File: src/rtl/mos6502_alu.sv
`default_nettype none
// ============================================================================
//  Module      : mos6502_alu
//  Description : 8-bit ALU for a MOS 6502 core. Performs binary add-with-carry,
//                rotate-right-through-carry, AND, OR and XOR. Result byte,
//                carry and overflow are registered (1-cycle latency).
//  Ports       : clk            - system clock, rising-edge active
//                reset          - asynchronous reset, active-high
//                alu_control    - operation select (ADD/AND/OR/XOR/SR)
//                alu_AI         - operand A (sole operand for SR)
//                alu_BI         - operand B (ignored for SR)
//                alu_carry_in   - carry input (C flag)
//                alu_Y          - registered result byte
//                alu_carry_out  - registered carry result
//                alu_overflow   - registered signed overflow (V)
//  Revision    : 1.0 - initial release
// ============================================================================
module mos6502_alu (
    input  logic       clk,
    input  logic       reset,
    input  logic [2:0] alu_control,
    input  logic [7:0] alu_AI,
    input  logic [7:0] alu_BI,
    input  logic       alu_carry_in,
    output logic [7:0] alu_Y,
    output logic       alu_carry_out,
    output logic       alu_overflow
);

    // Operation codes shared with the rest of the core.
    localparam logic [2:0] OP_ADD = 3'd0;
    localparam logic [2:0] OP_AND = 3'd1;
    localparam logic [2:0] OP_OR  = 3'd2;
    localparam logic [2:0] OP_XOR = 3'd3;
    localparam logic [2:0] OP_SR  = 3'd4;

    logic [8:0] w_sum9;
    logic [7:0] y_d;
    logic       carry_d;
    logic       overflow_d;
    logic [7:0] y_q;
    logic       carry_q;
    logic       overflow_q;

    // Binary add only; decimal mode is not supported by this unit.
    assign w_sum9 = {1'b0, alu_AI} + {1'b0, alu_BI} + {8'b0, alu_carry_in};

    always_comb begin
        y_d        = 8'h00;
        carry_d    = 1'b0;
        overflow_d = 1'b0;
        case (alu_control)
            OP_ADD: begin
                y_d        = w_sum9[7:0];
                carry_d    = w_sum9[8];
                // Signed overflow: operands share a sign that the result lacks.
                overflow_d = (alu_AI[7] == alu_BI[7]) && (w_sum9[7] != alu_AI[7]);
            end
            OP_AND: y_d = alu_AI & alu_BI;
            OP_OR:  y_d = alu_AI | alu_BI;
            OP_XOR: y_d = alu_AI ^ alu_BI;
            OP_SR: begin
                // Rotate right through carry: C enters bit 7, bit 0 exits to C.
                y_d     = {alu_carry_in, alu_AI[7:1]};
                carry_d = alu_AI[0];
            end
            default: ; // reserved codes yield all-zero outputs
        endcase
    end

    always_ff @(posedge clk or posedge reset) begin
        if (reset) begin
            y_q        <= 8'h00;
            carry_q    <= 1'b0;
            overflow_q <= 1'b0;
        end else begin
            y_q        <= y_d;
            carry_q    <= carry_d;
            overflow_q <= overflow_d;
        end
    end

    assign alu_Y         = y_q;
    assign alu_carry_out = carry_q;
    assign alu_overflow  = overflow_q;

endmodule
`default_nettype wire

File: config.mk
export PLATFORM = sky130hd
export DESIGN_NAME = mos6502_alu
export DESIGN_NICKNAME = d
export VERILOG_FILES = /design/src/rtl/mos6502_alu.sv
export SDC_FILE = /design/constraint.sdc
export NUM_CORES = 1
export LEC_CHECK = 0
export CAP_MARGIN = 40
export CORE_UTILIZATION = 40
export DETAILED_ROUTE_END_ITERATION = 7
export PLACE_DENSITY_LB_ADDON = 0.15
export SYNTH_ARGS = -nofsm -noshare
export SYNTH_HDL_FRONTEND = slang
export SYNTH_SLANG_ARGS = --single-unit
File: constraint.sdc
create_clock -name clk -period 0.91 [get_ports clk]
set_clock_uncertainty 0.1 [all_clocks]
set_input_delay 0.091 -clock clk [delete_from_list [all_inputs] [get_ports clk]]
set_output_delay 0.091 -clock clk [all_outputs]
set_load 0.03 [all_outputs]
# --- After elaboration in Yosys (flattened, before gate mapping) ---
# Index checks and enable logic that the tools add are counted.
totals:
  in_bits: 22
  regBits: 10
  out_inout_bits: 10
op_classes:
  n_reduce_logical: 2
  addsub: 2
  eq_ne: 6
  n_bitwise: 3
  mux: 3
ops:
  columns: ["op", "count"]
  rows:
  - ["8-bit case mux with 5 select lines", 1]
  - ["8-bit by 8-bit adder with 9-bit output", 1]
  - ["9-bit by 1-bit adder with 9-bit output", 1]
  - ["8-bit bitwise AND", 1]
  - ["8-bit bitwise OR", 1]
  - ["8-bit XOR", 1]
  - ["3-bit by 2-bit == test with 1-bit output, second input constant", 2]
  - ["3-bit by 1-bit == test with 1-bit output, second input constant", 1]
  - ["3-bit == test, second input constant", 1]
  - ["3-bit logical NOT", 1]
  - ["1-bit case mux with 2 select lines", 1]
  - ["1-bit == test", 1]
  - ["1-bit logical AND", 1]
  - ["1-bit 2-to-1 mux", 1]
  - ["1-bit != test", 1]

# --- Depth between registers and ports, before layout ---
depth:
  word_depth: 5
  ltp_mapped: 8
  depth_no_buf: 8

# --- Worst setup path after synthesis ---
# OpenSTA, ideal clock, no wires.
synth_timing:
  path_kind: "input to register"
  start: "in alu_AI[0]"
  end: "reg y_q[6], in the netlist alu_Y[6]"
  stages: 8
  t_required_ns: 0.685
  setup_ns: 0.125
  arrival_ns: 1.602
  path_slack_ns: -0.917
  path_cell_list: "fa_1 inv_1 fa_1 nand2b_1 a21oi_1 a2111oi_2 xor2_1 o21ai_1"
synth_via:
  elab_chain_cells: 3
synth_rtl:
  columns: ["item", "line", "rtl"]
  rows:
  - ["from (decl)", "22", "input logic [7:0] alu_AI,"]
  - ["8-bit by 8-bit adder with 9-bit output", "46", "assign w_sum9 = {1'b0, alu_AI} + {1'b0, alu_BI} + {8'b0, alu_carry_in};"]
  - ["9-bit by 1-bit adder with 9-bit output", "46", null]
  - ["8-bit case mux with 5 select lines", "52", "case (alu_control)"]
  - ["net y_d[6]", "38", "logic [7:0] y_d;"]
  - ["to (signal assigned)", "77", "y_q <= y_d;"]
  - ["to (decl)", "41", "logic [7:0] y_q;"]
# The timed path passes the listed nets, and every way through them passes these cells.

# --- Final worst setup path ---
layout_timing:
  start: "in alu_AI[0]"
  end: "reg y_q[5], in the netlist alu_Y[5]"
# Same word-level chain as after synthesis.

==> run summary <==
In this run the cell area of the synthesized design comes to 0.00119 mm². For the detailed-placement wirelength estimate, the log shows 2550 µm. The number of nets in the finished design is 255, and the number of enable-type register cells in the synthesized netlist is 0.

The signal on the critical path passes through buf_6 -> fa_2 -> buf_6 -> a21oi_4 -> nor2_2 -> or4_1 -> a31oi_1 -> o21ai_1. The via count of the first global-routing pass was 1420. Setup repair after global routing could not meet its margin everywhere. The stage delay of the slowest cell on the critical path was 0.50 ns. The tool flagged a number of max-cap violations equal to 0.

Summed over all failing endpoints, the final setup total negative slack is -6.04 ns. The proportion of total power due to net switching was 0.372; the worst-case headroom to the max-slew limit was 0.816. During synthesis, Yosys emitted a total of 0 warnings. The run gives 143 as the gate count of the mapped netlist. The fraction of registers with async set or reset after synthesis was 1.00; the horizontal die dimension was 56.6 µm. The tools report the max-slew violation count as 0. Number of storage elements in the synthesis netlist: 10. Setup violations remaining at the end of the flow were counted as 20. The tools report the number of levels in the clock H-tree as 1. The setup path with the least slack is of type input pin to flip-flop. Input and output buffers added on the ports amount to 31. The share of layout cells above drive strength 1 came out at 0.533. The number of antenna violations at the first check in global routing is 0, and the sequential area share after synthesis is 0.210. In this design, the critical path's most frequently occurring cell is sky130_fd_sc_hd__buf_6. For this design, the CTS-stage hold fixing added 0 buffers.

The first detailed-routing pass ran for 5 iterations. The number of distinct library cells after synthesis was 41; the largest net degree at the start of global routing was 13. STA classifies the critical path startpoint as an input pin. Fraction of the cycle the final worst path needs: 1.81.

Each instance of the synthesized netlist takes up on average 8.33 µm². The repair_antennas step left the layout with diodes totalling 0. For this run, design rule violations remaining after detail routing come to 0. The tools report the clock power share as 0.198. The first global-routing pass estimated 6650 µm of wire. Data on the critical path is required at its endpoint by 0.99 ns. After global routing the overflow that remains totals 0.

The clock passes through at most 2 buffers. In this run the worst path has a maximum fanout of 2. In this run the worst hold path is classified as input pin to asynchronous set/reset pin. In the final routed layout, each cell accounts on average for 16.3 µm. Sequential share of power: 0.234. The number of clock sinks was 10. In this run the vertical extent of the chip is 56.6 µm. Power spread over the standard cell area amounts to 993 mW/mm².

Total global routing track utilization: 0.267. The effective utilization at floorplan was 0.428. The cell row count is 19.

Clock tree synthesis inserted a total of 3 buffers. Based on the critical path, the design can be clocked at up to 607 MHz. The total count of hold-check failures in the final report came out at 0. The measured slew at the worst slew-check pin was 0.276 ns.

Across the VDD grid, the largest voltage drop is 0.000844 V. In this run the count of I/O pins placed on the die edge is 32. The filler cells instantiated in the layout total 171. The area growth from synthesis to layout is 83.2%.

Clock tree synthesis selected as its root buffer the cell sky130_fd_sc_hd__clkbuf_4. The run finished, with violations left. The logs give 57 for the DRC marker count from the first detailed-route iteration and 0.936 for the routability congestion estimate from global placement. Post-route worst setup slack: -0.737 ns. For the combinational share of power, the log shows 0.569. Power comes to 2.17 mW. The area enclosed by the die boundary was 0.00320 mm². TritonCTS built the clock tree. The cell-internal power is 1.36 mW.

Once detail routing completed, the nets flagged for antenna violations numbered 0. The checks that failed: negative setup slack. At the worst endpoint, the arrival time is 1.72 ns. For this run, the leading register cell type out of synthesis is sky130_fd_sc_hd__dfrtp_1. Detailed routing inserted a total of 1410 vias. The slowest cell on the critical path was sky130_fd_sc_hd__or4_1.

The switching power was 0.806 mW. The time the final worst path needs with I/O delays and setup was 1.65 ns; the routed wire length was 4000 µm. The ratio of routed vias to standard cells is 5.76, and the static leakage is 1.01 nW.

The core region is 0.00278 mm². Critical path capture point type: a flip-flop. The clock slew seen by the registers of the worst setup and hold paths was 0.08 ns.

The tools report the net count after synthesis as 183.
[path summary, 6_finish.rpt]
kind / from / end / slack, ns / cells after the start
max: alu_AI[0] / alu_Y[5] / -0.74 / 8
max in group asynchronous: reset / alu_Y[3] / 0.59 / 3
min: reset / alu_Y[5] / 0.005 / 3
min in group clk: alu_AI[0] / alu_carry_out / 0.06 / 4
[through the flow]
step,setup slack [ns],instance area [µm²],hold slack [ns],utilization,instances
detailed placement,-1.37,1790,0.306,0.643,234
global route,-0.776,2180,0.0343,0.785,245
floorplan,-0.772,1210,-0.169,-,143
global placement,-1.31,1790,0.304,0.643,234
finish,-0.737,2180,0.00462,0.785,245
CTS,-0.698,2120,0.0192,0.762,244
[sequential cells by signal (all words and copies together), names as in the netlist]
register	count
alu_Y	8
alu_overflow	1
alu_carry_out	1
[per-layer routing]
layer / track usage / share of wire
met5: 0 / 0
met3: 0.0438 / 0.068
met2: 0.479 / 0.51
met4: 0.0767 / 0.035
met1: 0.326 / 0.39
[cells in the mapped netlist (4+ instances only)]
| library cell | n | area share |
|---|---|---|
| sky130_fd_sc_hd__mux2i_1 | 6 | 0.050 |
| sky130_fd_sc_hd__o22ai_1 | 4 | 0.021 |
| sky130_fd_sc_hd__inv_1 | 23 | 0.072 |
| sky130_fd_sc_hd__nor2_1 | 10 | 0.032 |
| sky130_fd_sc_hd__nand3_1 | 6 | 0.025 |
| sky130_fd_sc_hd__o21ai_1 | 7 | 0.029 |
| sky130_fd_sc_hd__a21oi_1 | 10 | 0.042 |
| sky130_fd_sc_hd__nor3_1 | 4 | 0.017 |
| sky130_fd_sc_hd__dfrtp_1 | 10 | 0.21 |
| sky130_fd_sc_hd__nor2b_1 | 4 | 0.021 |
| sky130_fd_sc_hd__a211oi_1 | 4 | 0.025 |
| sky130_fd_sc_hd__ha_1 | 16 | 0.17 |
[what timing repair did]
item	4_1_cts	5_1_grt
cloned	1	0
buffers inserted	5	1
endpoints found under the setup margin	20	20
pin swaps	19	9
gates resized for setup	82	18
[cells by family (layout without fill, tap and decap cells)]
kind of cell	after synthesis	after routing	synth area share
simple gates	35	35	0.157
flops	10	10	0.210
fa+ha+maj	18	18	0.202
xor+xnor	3	3	0.0221
buf+inv	28	99	0.0956
mux	8	8	0.0788
compound gates	41	41	0.235
[layout by cell type (no fill, tap or decap), types with 3 or more instances in the layout]
| master | synthesis | routed |
|---|---|---|
| sky130_fd_sc_hd__clkbuf_4 | 0 | 3 |
| sky130_fd_sc_hd__a211oi_1 | 4 | 3 |
| sky130_fd_sc_hd__a21oi_1 | 10 | 8 |
| sky130_fd_sc_hd__o22ai_1 | 4 | 3 |
| sky130_fd_sc_hd__ha_2 | 0 | 6 |
| sky130_fd_sc_hd__dlygate4sd2_1 | 0 | 12 |
| sky130_fd_sc_hd__nand3_1 | 6 | 6 |
| sky130_fd_sc_hd__buf_4 | 2 | 35 |
| sky130_fd_sc_hd__buf_6 | 0 | 15 |
| sky130_fd_sc_hd__inv_1 | 23 | 12 |
| sky130_fd_sc_hd__a21oi_4 | 0 | 3 |
| sky130_fd_sc_hd__dfrtp_1 | 10 | 10 |
| sky130_fd_sc_hd__o21ai_2 | 1 | 4 |
| sky130_fd_sc_hd__nor2_2 | 1 | 4 |
| sky130_fd_sc_hd__clkdlybuf4s50_1 | 0 | 3 |
| sky130_fd_sc_hd__inv_2 | 0 | 11 |
| sky130_fd_sc_hd__o21ai_1 | 7 | 5 |
| sky130_fd_sc_hd__ha_4 | 0 | 8 |
| sky130_fd_sc_hd__nor3_2 | 0 | 3 |
| sky130_fd_sc_hd__mux2i_1 | 6 | 6 |
| sky130_fd_sc_hd__nor2b_1 | 4 | 4 |
| sky130_fd_sc_hd__nor2_1 | 10 | 7 |
[layout make-up]
cell class              instances  area [µm²]  area share
multi-input cells             105        1090       0.500
repair buffers                 72         679       0.311
flip-flops and latches         10         250       0.115
inverters                      23        86.3      0.0396
well taps                      31        38.8      0.0178
clock buffers                   4        36.3      0.0166
[power groups by stage]
stage	clock (mW)	combinational [mW]	sequential (mW)
2_1_floorplan	0	0.440	0.592
3_3_place_gp	0	0.926	0.507
3_5_place_dp	0	0.951	0.507
4_1_cts	0.416	1.14	0.507
5_1_grt	0.443	1.32	0.510
6_report	0.429	1.23	0.507
[worst max-delay path: cells and delay by family]
family	cells	cell delay [ns]
buffers and inverters	2	0.24
AND/OR/NAND/NOR	2	0.57
AO/OA/AOI/OAI	3	0.42
adder cells (fa/ha/maj)	1	0.41
Note: power is estimated with default switching activity, not from simulation.
==> RTL change 1 (same settings) <==
Reset style: synchronous (`reset`), changed in one clocked block. Comments in the files are not updated.
--- a/src/rtl/mos6502_alu.sv
+++ b/src/rtl/mos6502_alu.sv
@@ -70,3 +70,3 @@
 
-    always_ff @(posedge clk or posedge reset) begin
+    always_ff @(posedge clk) begin
         if (reset) begin
Behaviour: differs if reset is asserted again (counterexample within 4 cycles, from zero or initial values and one cycle with reset high); with reset held inactive, the same outputs for 10 cycles.
==> RTL change 1 against the original RTL <==
The flow still finishes with violations (negative setup slack). Routed wire length is 11% lower. Total power is 11% lower. Setup slack worse by 93 ps. Area after synthesis is 7.0% lower. Non-clock buffer count up 7. Final area is 7.2% lower. Core utilization is 1.1 points higher. Final cell count is 2.0% higher. Sequential cell count unchanged. Critical path type unchanged.
==> RTL change 1: results (changes against the original RTL) <==
* Status: finished with violations
* Failing checks: negative setup slack
* Pre-antenna DRT Iters at 4 (-1)
* Post-synthesis compound-gate area fraction at 0.2576 (+0.02233)
* Post-route setup TNS at -6885 ps (-846.6 ps)
* Synth Area in Adders at 0.2169 (+0.01527)
* DP Wirelength at 2554 um (about the same)
* Ys async rst share at 0 (-1.000)
* Total Nets Final at 261 (+2.4%)
* Int Pwr at 1269 uW (-6.8%)
* RD Place Congestion at 0.8699 (-7.1%)
* Drt total wl at 3542 um (-11%)
* Slew @ Worst Pin at 375.2 ps (+99.39 ps)
* Largest net degree at the start of global routing at 9 (-4)
* Pleak at 0.0009653 uW (-4.0%)
* VDD IR max at 793.8 uV (-6.0%)
* Fraction of synthesized cell area in xor and xnor cells at 0.02373 (+0.001670)
* First-pass GRT wire length at 5375 um (-19%)
* Top cells by area, synth: dfxtp_1 18%, ha_1 18%, inv_1 7.5%
* CP max stage cell: mux4_2
* GRT Overall Usage at 0.2556 (-0.01169)
* Most frequent cells after synthesis: 22 x inv_1, 16 x ha_1, 13 x nor2_1
* Top delay family on crit path: adder cells
* Worst Hold Class: in2reg
* Crit-path max cell delay at 450 ps (-50 ps)
* Final WS setup at -829.7 ps (-92.75 ps)
* Endpoints failing setup at 14 (-30%)
* Cell variety after synth at 39 (-4.9%)
* Seq/Total Area, Yosys at 0.1808 (-0.02929)
* Multiplexer share of the synthesized area at 0.06893 (-0.009855)
* Initial drt markers at 33 (-42%)
* Post-DR vias/cell at 5.284 (-8.2%)
RTL change 1: through the flow:
step | util | setup WS (ps) | instances | area (um2) | hold slack (ps)
after floorplan | - | -840.7 | 142 | 1125 | 143.9
after global placement | 0.6824 | -1388 | 241 | 1737 | 419.5
after CTS | 0.7797 | -753.2 | 250 | 1984 | 124.7
final | 0.7955 | -829.7 | 250 | 2024 | 124.4
after global routing | 0.7955 | -887.4 | 250 | 2024 | 128.5
after detailed placement | 0.6824 | -1448 | 241 | 1737 | 423.9
RTL change 1: power groups by stage:
stage | combinational [uW] | clock [uW] | sequential, uW
global placement | 818 | 0 | 484
CTS | 970 | 412 | 485
finish | 1040 | 412 | 485
floorplan | 388 | 0 | 541
detailed placement | 838 | 0 | 485
global route | 1120 | 443 | 488
RTL change 1: worst min-delay path, stage by stage:
cell and delay [ps]:
buf_8 70, buf_4 110, a21oi_1 70, a21oi_1 110
RTL change 1: logic make-up after synthesis:
| group | Yosys count |
|---|---|
| buffers and inverters | 29 |
| adder cells (fa/ha/maj) | 18 |
| AND/OR/NAND/NOR | 35 |
| multiplexers | 5 |
| AO/OA/AOI/OAI | 42 |
| XOR/XNOR | 3 |
| flip-flops | 10 |
RTL change 1: worst max path at each step:
| stage | depth (start not counted) | end | startpoint | slack, ps |
|---|---|---|---|---|
| final | 9 | alu_Y[2] | alu_BI[0] | -830 |
| after global routing | 9 | alu_Y[2] | alu_BI[0] | -890 |
| after CTS | 9 | alu_Y[2] | alu_AI[0] | -750 |
| after detailed placement | 9 | alu_Y[2] | alu_AI[0] | -1450 |
| after global placement | 9 | alu_Y[2] | alu_AI[0] | -1390 |
| after floorplan | 8 | alu_Y[2] | alu_AI[0] | -840 |
RTL change 1: layout make-up:
type	instances	area, um2
repair buffers	79	674.4
fillers	171	520.5
multi-input cells	103	974.7
flip-flops and latches	10	211.5
inverters	24	90.09
well taps	30	37.54
clock buffers	4	36.28
RTL change 1: metal layers:
metal | vias up | global-route usage | share of wire
met5 | - | 0 | 0
li1 | 644 | - | -
met2 | 42 | 0.4679 | 0.54
met4 | 0 | 0.05983 | 0.0065
met1 | 631 | 0.3091 | 0.41
met3 | 4 | 0.03333 | 0.043
RTL change 1: what timing repair did:
item	4_1_cts	5_1_grt
pin swaps	18	15
endpoints found under the setup margin	20	20
resized for setup	87	15
buffers inserted	5	1
hold endpoints to repair	0	0
==> RTL change 2 (same settings) <==
Without the edit above. Take the reset off `y_q` and load it in a clocked block of its own.
--- a/src/rtl/mos6502_alu.sv
+++ b/src/rtl/mos6502_alu.sv
@@ -72,3 +72,2 @@
         if (reset) begin
-            y_q        <= 8'h00;
             carry_q    <= 1'b0;
@@ -76,3 +75,2 @@
         end else begin
-            y_q        <= y_d;
             carry_q    <= carry_d;
@@ -80,2 +78,6 @@
         end
+    end
+
+    always_ff @(posedge clk) begin
+        y_q <= y_d;
     end
Check against the original RTL: not equivalent (Yosys sat finds a counterexample within 4 cycles, from zero or initial values and one cycle with reset high).
==> RTL change 2 against the original RTL <==
The flow still finishes with violations (negative setup slack). Sequential cell count stayed put. Routed wire length is 0.98% lower. Global-route usage is 1.3 points lower. Area after synthesis is 3.4% lower. Maximum frequency is 6.3% higher. Synthesized cell count stayed put. Setup slack better by 98 ps. Critical path depth is 1 higher. Sequential power hardly changed. Total power is 2.7% lower. First-iteration DRC count is 47% lower. Final area is 0.17% higher.
==> RTL change 2: results (changes against the original RTL) <==
* Status: finished with violations
* Failing checks: negative setup slack
* Flip-flop and latch count at 10 (unchanged)
* Setup crit start: alu_BI[0]
* Arr. time, crit path at 1620 ps (-100 ps)
* Synth Cell Area at 1151 um2 (-3.4%)
* Endpoints failing setup at 20 (unchanged)
* Met1 Resource Use GR at 0.2803 (-0.04539)
* Dpl cell area at 1775 um2 (-0.70%)
* Final WS setup at -638.8 ps (+98.13 ps)
* Post-synthesis compound-gate area fraction at 0.2435 (+0.008184)
* Non-clk buf share at 0.3057 (-0.005687)
* Worst slew margin at 0.7742 (-0.04192)
* Post-DR vias/cell at 5.586 (-2.9%)
* Non-filler cells, final at 251 (+2.4%)
* Crit-path max FO at 3 (+1)
* Pre-antenna DRT Iters at 4 (-1)
* Multiplexer share of the synthesized area at 0.08152 (+0.002740)
* DR WL/cell at 15.77 um (-3.3%)
* Initial drt markers at 30 (-47%)
* Ys async rst share at 0.2000 (-0.8000)
* Pleak at 0.0009878 uW (-1.8%)
* Post-CTS setup buffers at 4 (-1)
* Placed Cells at 241 (+3.0%)
* Grt met3 use at 0.03721 (-0.006569)
* Most frequent cells after synthesis: 23 x inv_1, 16 x ha_1, 10 x a21oi_1, 10 x nor2_1, 8 x dfxtp_1
* First-pass GRT wire length at 6216 um (-6.5%)
* Cell variety after synth at 42 (+2.4%)
* Reg area at 220.2 um2 (-12%)
* Top cells by area, synth: ha_1 17%, dfxtp_1 14%, inv_1 7.5%
* Non-clock buffer count at 78 (+8.3%)
* Total Nets Final at 261 (+2.4%)
* Vias in the first global route at 1429 (+0.63%)
* WL met3 at 244 um (-9.6%)
* Fill count at 181 (+5.8%)
* DP Wirelength at 2559 um (+0.21%)
* Routed wl met2 at 2105 um (+2.9%)
-- RTL change 2: power breakdown --
group / switching [uW] / internal [uW] / leakage [uW]
Clock: 195 / 170 / 0.0000150
Sequential: 17.6 / 490 / 0.0000960
Combinational: 601 / 635 / 0.000877
-- RTL change 2: cell families after synthesis --
logic type | count (synthesis)
buf+inv | 28
mux | 8
compound gates | 41
xor+xnor | 3
fa+ha+maj | 18
flops | 10
simple gates | 35
-- RTL change 2: through the flow --
step                setup slack, ps  hold WS (ps)
detailed placement            -1393         160.8
global route                 -711.2         121.4
floorplan                    -766.1        -267.8
global placement              -1331         149.9
finish                       -638.8         79.53
CTS                          -633.9         111.0
-- RTL change 2: critical path: stages --
cell,delay (ps)
buf_6,100
fa_2,410
inv_2,70
fa_2,200
nand2b_4,150
a21oi_4,80
a2111oi_4,230
xor2_1,200
o21ai_1,70
